**src/rtl/forw_ctrl_unit_pkg.sv**
```systemverilog
// Shared definitions for the ID-stage forwarding controller: forw_mux select codes,
// default widths, the shadow-pipeline slot record and the source-priority helpers.
// Latency: n/a (definitions only). Backpressure: n/a.
package forw_ctrl_unit_pkg;

  localparam int FC_REGBITS = 5;
  localparam int FC_SELBITS = 2;
  localparam int FC_CNTBITS = 16;

  // forw_mux select codes
  typedef enum logic [1:0] {
    REGBNK = 2'b00,
    ALUSTG = 2'b01,
    MEMSTG = 2'b10,
    WBSTG  = 2'b11
  } fwd_sel_e;

  // One in-flight instruction as seen by the hazard logic.
  typedef struct packed {
    logic                  valid;
    logic [FC_REGBITS-1:0] rd;
    logic                  regwrite;
    logic                  memread;
  } slot_t;

  // Slot produces register x.
  function automatic logic slot_hit(input slot_t s, input logic [FC_REGBITS-1:0] x);
    return s.valid & s.regwrite & (s.rd == x);
  endfunction

  // Youngest producer wins. A load still in EX cannot be forwarded yet, so the
  // operand falls back to the register bank; the stall discards that value.
  function automatic fwd_sel_e pick_src(input logic live, input logic hit_ex,
                                        input logic hit_mem, input logic hit_wb,
                                        input logic ex_is_load);
    if (!live)        return REGBNK;
    else if (hit_ex)  return ex_is_load ? REGBNK : ALUSTG;
    else if (hit_mem) return MEMSTG;
    else if (hit_wb)  return WBSTG;
    else              return REGBNK;
  endfunction

endpackage

```
**src/rtl/forw_track_slot.sv**
```systemverilog
// One stage of the shadow pipeline: holds {valid, rd, regwrite, memread}.
// Latency: 1 cycle from d to q on an edge with load=1. Backpressure: load=0 holds the slot.
// Ports: clk, rst (async, active-high), load (advance), bubble (capture all-zero), d, q.
import forw_ctrl_unit_pkg::*;

module forw_track_slot (
  input  logic  clk,
  input  logic  rst,
  input  logic  load,
  input  logic  bubble,
  input  slot_t d,
  output slot_t q
);

  always_ff @(posedge clk or posedge rst) begin
    if (rst) begin
      q <= '0;
    end else if (load) begin
      q <= bubble ? '0 : d;
    end
  end

endmodule

```
**src/rtl/forw_ctrl_unit.sv**
```systemverilog
// ID-stage hazard/forwarding controller: forw_mux selects, load-use stall, stall counter.
// Latency: sel_a/sel_b/stall are combinational (0 cycles); slots and counter update on enabled edges.
// Backpressure: enable=0 freezes all state; stall holds PC/IF-ID for one enabled cycle per load-use pair.
// Ports: clk, rst, enable, flush, id_* (instruction in ID), clr_cnt -> sel_a, sel_b, stall, stall_count.
import forw_ctrl_unit_pkg::*;

module forw_ctrl_unit #(
  parameter int REGBITS = FC_REGBITS,
  parameter int SELBITS = FC_SELBITS,
  parameter int CNTBITS = FC_CNTBITS
) (
  input  logic               clk,
  input  logic               rst,
  input  logic               enable,
  input  logic               flush,
  input  logic [REGBITS-1:0] id_rs,
  input  logic [REGBITS-1:0] id_rt,
  input  logic               id_use_rs,
  input  logic               id_use_rt,
  input  logic [REGBITS-1:0] id_rd,
  input  logic               id_regwrite,
  input  logic               id_memread,
  input  logic               clr_cnt,
  output logic [SELBITS-1:0] sel_a,
  output logic [SELBITS-1:0] sel_b,
  output logic               stall,
  output logic [CNTBITS-1:0] stall_count
);

  slot_t id_slot, ex_slot, mem_slot, wb_slot;
  logic  a_live, a_ex, a_mem, a_wb;
  logic  b_live, b_ex, b_mem, b_wb;
  logic  hazard;

  assign id_slot = '{valid: 1'b1, rd: id_rd, regwrite: id_regwrite, memread: id_memread};

  // A stalled or squashed ID instruction must not enter EX; a bubble goes in instead.
  forw_track_slot u_ex (
    .clk(clk), .rst(rst), .load(enable), .bubble(stall | flush), .d(id_slot), .q(ex_slot)
  );
  forw_track_slot u_mem (
    .clk(clk), .rst(rst), .load(enable), .bubble(1'b0), .d(ex_slot), .q(mem_slot)
  );
  forw_track_slot u_wb (
    .clk(clk), .rst(rst), .load(enable), .bubble(1'b0), .d(mem_slot), .q(wb_slot)
  );

  // r0 is hard-wired zero: never forwarded, never a hazard.
  always_comb begin
    a_live = id_use_rs && (id_rs != '0);
    b_live = id_use_rt && (id_rt != '0);
    a_ex   = a_live & slot_hit(ex_slot,  id_rs);
    a_mem  = a_live & slot_hit(mem_slot, id_rs);
    a_wb   = a_live & slot_hit(wb_slot,  id_rs);
    b_ex   = b_live & slot_hit(ex_slot,  id_rt);
    b_mem  = b_live & slot_hit(mem_slot, id_rt);
    b_wb   = b_live & slot_hit(wb_slot,  id_rt);
    hazard = (a_ex | b_ex) & ex_slot.memread;
    stall  = hazard & ~flush;
    sel_a  = SELBITS'(pick_src(a_live, a_ex, a_mem, a_wb, ex_slot.memread));
    sel_b  = SELBITS'(pick_src(b_live, b_ex, b_mem, b_wb, ex_slot.memread));
  end

  // Clear beats increment; the count sticks at all-ones.
  always_ff @(posedge clk or posedge rst) begin
    if (rst) begin
      stall_count <= '0;
    end else if (enable) begin
      if (clr_cnt) begin
        stall_count <= '0;
      end else if (stall && (stall_count != {CNTBITS{1'b1}})) begin
        stall_count <= stall_count + 1'b1;
      end
    end
  end

endmodule

```
**config.mk**
```make
export PLATFORM = sky130hd
export DESIGN_NAME = forw_ctrl_unit
export DESIGN_NICKNAME = d
export VERILOG_FILES = /design/src/rtl/forw_ctrl_unit_pkg.sv /design/src/rtl/forw_track_slot.sv /design/src/rtl/forw_ctrl_unit.sv
export SDC_FILE = /design/constraint.sdc
export NUM_CORES = 1
export LEC_CHECK = 0
export BUFFER_PORTS_ARGS = -buffer_cell sky130_fd_sc_hd__buf_2
export CORE_MARGIN = 2
export CORE_UTILIZATION = 50
export CTS_CLUSTER_DIAMETER = 100
export DETAILED_ROUTE_END_ITERATION = 8
export PLACE_DENSITY = 0.85
export SYNTH_ARGS = -nofsm -noshare
export SYNTH_HDL_FRONTEND = slang
export SYNTH_SLANG_ARGS = --single-unit
```
**constraint.sdc**
```tcl
create_clock -name clk -period 2.23 [get_ports clk]
set_clock_uncertainty 0.2 [all_clocks]
set_input_delay 0.446 -clock clk [delete_from_list [all_inputs] [get_ports clk]]
set_output_delay 0.446 -clock clk [all_outputs]
set_load 0.02 [all_outputs]
```
## Yosys cells after proc, flatten, opt, wreduce, memory -nomap -nowiden

Index checks and enable logic that the tools add are counted.

| word-level totals | value |
|---|---|
| register bits after elaboration | 38 |
| output and inout port bits | 21 |

| cells by class | value |
|---|---|
| $add $sub $neg | 1 |
| equal/unequal tests | 7 |
| multiplexer cells | 12 |
| bitwise operators | 20 |
| reduce and logical (&&, ||, !) cells | 7 |

Operator list:

| cell | number |
|---|---|
| $mux 16 | 2 |
| $eq 5x5->1 | 6 |
| $and 1x1->1 | 17 |
| $add 16x1->16 const B | 1 |
| $mux 2 | 8 |
| $ne 16x16->1 const B | 1 |
| $reduce_bool 5->1 | 2 |
| $mux 8 | 1 |
| $logic_and 1x1->1 | 3 |
| $or 1x1->1 | 2 |
| $reduce_and 2->1 | 1 |
| $reduce_bool 2->1 | 1 |
| $mux 1 | 1 |
| $not 1->1 | 1 |

## Depth between registers and ports, before layout

| depth | value |
|---|---|
| word-level depth | 9 |
| depth in mapped cells | 8 |
| mapped depth without buffers | 7 |

## Modules after synthesis

From an unflattened synthesis, not the netlist that was laid out.

| second synthesis, totals | value |
|---|---|
| cells, all modules | 241 |
| area total of the unflattened synthesis | 2449.8 µm² |

By module, submodules not included:

| module | times used | cells each | area an instance (µm²) |
|---|---|---|---|
| forw_ctrl_unit | 1 | 178 | 1530.2 |
| forw_track_slot | 3 | 21 | 306.5 |

## Worst setup path after synthesis

OpenSTA, ideal clock, no wires.

| timing | value |
|---|---|
| path type | reg-to-reg |
| from | register stall_count[0] |
| to | register stall_count[10] |
| arrival time | 2101 ps |
| required time | 1899 ps |
| setup slack | -202 ps |
| cell stages (with the launch flop) | 8 |
| path buffers | 0 |
| period minus slack after synthesis | 2432 ps |
| cells stage by stage | dfrtp_1 > ha_1 > and3_1 > nand3_1 > nor3_1 > nand4_1 > o211a_1 > or3_1 |

| on the way | value |
|---|---|
| longest elaborated chain between the ends | 4 |
| elaborated cells on any way between the ends | 7 |

Ends and longest elaborated chain:

| item | line | text |
|---|---|---|
| start: declaration | forw_ctrl_unit.sv:27 | `output logic [CNTBITS-1:0] stall_count` |
| start signal: assignment | forw_ctrl_unit.sv:72 | `stall_count <= stall_count + 1'b1;` |
| branches (longest 4 deep; another with $add 16x1->16) | - |  |

Several ways; the timed one is not identified. The select of a mux whose other input is x is not followed.
A chain may end at the register's enable or synchronous reset.

## Worst setup path after layout

| timing | value |
|---|---|
| from | register u_wb.q[5] (netlist name) |
| to | output sel_b[0] |

| on the way | value |
|---|---|
| longest elaborated chain between the ends | 7 |

Ends and longest elaborated chain:

| item | line | text |
|---|---|---|
| start: declaration | forw_track_slot.sv:12 | `output slot_t q` |
| start signal: assignment | forw_track_slot.sv:19 | `q <= bubble ? '0 : d;` |
| $eq 5x5->1 | forw_ctrl_unit_pkg.sv:28 | `return s.valid & s.regwrite & (s.rd == x);` |
| $and 1x1->1 | forw_ctrl_unit_pkg.sv:28 |  |
| $and 1x1->1 | forw_ctrl_unit.sv:57 | `b_wb = b_live & slot_hit(wb_slot, id_rt);` |
| $mux 2 | forw_ctrl_unit_pkg.sv:39 | `else if (hit_wb) return WBSTG;` |
| $mux 2 | forw_ctrl_unit_pkg.sv:38 | `else if (hit_mem) return MEMSTG;` |
| $mux 2 | forw_ctrl_unit_pkg.sv:37 | `else if (hit_ex) return ex_is_load ? REGBNK : ALUSTG;` |
| $mux 2 | forw_ctrl_unit_pkg.sv:36 | `if (!live) return REGBNK;` |
| end: declaration | forw_ctrl_unit.sv:25 | `output logic [SELBITS-1:0] sel_b,` |

No other way between the ends.

==> results.json <==
{
  "grt_usage": 0.2844,
  "timing.final.crit_period_ps": 2696,
  "grt_overflow": 0,
  "cellPowerDensity_nw_per_um2": 493.3,
  "die_y_um": 73.89,
  "port_buffers": 44,
  "cts_buffer_depth": 2,
  "worst_pin_slew_ps": 655.2,
  "p_int_mw": 1.215,
  "crit_arrival_ps": 2050,
  "finalSetupViolCount": 27,
  "grt_pass1_wl_mm": 11.66,
  "ys_types": 58,
  "syn_area_um2": 2442,
  "h-tree-depth": 2,
  "drv_slew": 0,
  "clk_pin_slew_worst_paths_ps": 80,
  "drt-initial-drc-count": 208,
  "yosys_warnings": 0,
  "cp_top_family": "simple AND/OR/NAND/NOR gates",
  "io_pins": 45,
  "slowest_stage": "dfrtp_2",
  "die-area_um2": 5460,
  "ys_seq_area_frac": 0.3893,
  "synth_edf_count": 0,
  "grt_pass1_vias": 2393,
  "numCtsBuffers": 5,
  "antenna_left": 0,
  "slowest_delay_ps": 450,
  "routedWlPerCell_um": 20.46,
  "tritoncts": "yes",
  "grt_max_degree": 39,
  "path_common_cell": "buf_6",
  "hold_path_class": "primary input to async pin",
  "ir_drop_v": 0.0004031,
  "start_util": 0.5171,
  "slew_headroom": 0.5632,
  "place_congestion": 0.9796,
  "violations": "negative setup slack",
  "status": "finished, violations left",
  "place_inst": 385,
  "drtPass1Iterations": 5,
  "drive_above_1_share": 0.4971,
  "post-route-worst-setup-slack_ps": -466.5,
  "antenna_found_initial": 0,
  "critPathMaxFanout": 3,
  "power_frac_comb": 0.250,
  "core_um2": 4723,
  "postSynthAreaPerCell_um2": 10.18,
  "drcViolationCount": 0,
  "die-width_um": 73.89,
  "critPathLaunchType": "flip-flop",
  "layout.cells.non_filler": 407,
  "rsz0062_at_grt": "yes",
  "seq_power_share": 0.463,
  "synth_nets": 265,
  "synthArstFlopShare": 1.000,
  "setup_tns_ps": -5018,
  "multi_input_area_um2": 1669,
  "p_sw_frac": 0.3090,
  "path_cells": "buf_6, xnor2_2, nand4_1, or4_4, nand3b_1, o21ai_2, buf_6",
  "clkPwrFrac": 0.287,
  "synthFlopType": "dfrtp_1",
  "fin_nets": 364,
  "drt-total-wl_mm": 8.327,
  "via_count": 2552,
  "min_period_over_period": 1.209,
  "routed_via_density": 6.270,
  "root_buffer": "clkbuf_8",
  "layout.area.seq_um2": 955.9,
  "hold_viol": 0,
  "fillCellCount": 290,
  "hold_slack_ps": 46.57,
  "fmax_mhz": 370.9,
  "rows": 25,
  "clock_latency_ps": 300,
  "critPathBufInv": 2,
  "areaGrowthSynthToFinish_pct": 45.90,
  "cp-end-kind": "output port",
  "switchingPower_mw": 0.5430,
  "required_ps": 1580,
  "clock-sinks": 38,
  "syn_inst": 240,
  "p_leak_nw": 1.605,
  "worst-setup-path-type": "flip-flop to output port",
  "diodes": 0,
  "hpwl_mm": 4.845,
  "synth-seq-cells": 38,
  "maxCapViolations": 0
}
[power groups by stage]
stage	registers (mW)	logic [mW]	clock network [mW]
global placement	0.816	0.330	0
CTS	0.807	0.388	0.498
finish	0.814	0.440	0.504
global route	0.818	0.472	0.530
detailed placement	0.820	0.343	0
floorplan	0.823	0.193	0
[cell type report]
class | instances | area share
clock buffers | 7 | 0.02423
well taps | 67 | 0.02353
repair buffers | 100 | 0.2058
multi-input cells | 186 | 0.4684
inverters | 8 | 0.008427
clock inverters | 1 | 0.001404
flip-flops and latches | 38 | 0.2683
[repair_timing]
action,CTS,global route
pin swaps,35,11
buffers inserted,10,4
hold buffers,0,0
gates resized for setup,44,23
setup endpoints to repair,15,28
cloned,0,0
[synth_stat cells (all sizes together), types with 4 or more instances]
cell type	n	share of area
dfrtp	38	0.39
xor2	7	0.025
a21oi	4	0.0097
nor2	14	0.022
xnor2	23	0.082
or4	5	0.015
nand2	18	0.029
mux2	14	0.065
nand3	11	0.023
clkbuf	5	0.0077
inv	8	0.012
a22o	10	0.036
o21ai	6	0.014
nand4	12	0.037
nor3	8	0.018
a211o	4	0.014
[registers in the layout, summed over array words and instances (netlist names)]
name,flops
stall_count,16
u_ex.q,8
u_mem.q,7
u_wb.q,7
[placed cells by master, fill, tap and decap left out, types with 4 or more instances in the layout]
master,instances
xnor2_2,10
nor3_1,6
nor2_1,13
xnor2_1,13
buf_4,47
mux2_2,14
a22o_1,10
dfrtp_2,4
nand2_1,16
nand4_1,11
dfrtp_1,34
buf_2,36
xor2_1,7
inv_1,8
o21ai_1,4
nand3_1,10
or4_4,5
a211o_1,4
buf_6,16
clkbuf_8,6
[routing by layer]
metal	wire, um	track usage	up-vias	share of wire
met1	3061	0.3499	1276	0.37
met5	0	0	-	0
li1	-	-	1100	-
met4	448	0.09697	0	0.054
met2	4305	0.4990	137	0.52
met3	512	0.05075	39	0.061
[metrics by stage]
stage | worst slack, ps | area (um2) | utilization | total power [mW]
2_1_floorplan | -55.09 | 2470 | - | 1.017
3_3_place_gp | -274.0 | 3044 | 0.6445 | 1.145
3_5_place_dp | -345.3 | 3044 | 0.6445 | 1.163
4_1_cts | -388.1 | 3420 | 0.7240 | 1.693
5_1_grt | -522.9 | 3563 | 0.7544 | 1.821
6_report | -466.5 | 3563 | 0.7544 | 1.758
[logic make-up (layout without fill, tap and decap cells)]
family                   count (synthesis)  after routing  share of synthesized area
XOR/XNOR                                30             30                     0.1076
AO/OA/AOI/OAI                           45             45                     0.1624
multiplexers                            17             17                    0.07684
buffers and inverters                   16            116                    0.03074
AND/OR/NAND/NOR                         93             93                     0.2280
flip-flops                              38             38                     0.3893
adder cells (fa/ha/maj)                  1              1                   0.005122
[tightest hold or removal path, delay by kind of cell]
family | cells | cell delay (ps)
buffers and inverters | 3 | 550
[worst paths after layout]
path | from | end | slack (ps) | depth (start not counted)
max | u_wb.q[5]$_DFFE_PP0P_ | sel_b[0] | -470 | 7
min | rst | stall_count[8]$_DFFE_PP0P_ | 50 | 3
max reg2reg | u_ex.q[6]$_DFFE_PP0P_ | stall_count[1]$_DFFE_PP0P_ | -370 | 9
min reg2reg | u_mem.q[1]$_DFFE_PP0P_ | u_mem.q[1]$_DFFE_PP0P_ | 350 | 1
max in group asynchronous | rst | stall_count[0]$_DFFE_PP0P_ | 1410 | 3
min in group clk | id_rd[1] | u_ex.q[3]$_DFFE_PP0P_ | 160 | 2
Note: power is estimated with default switching activity, not from simulation.
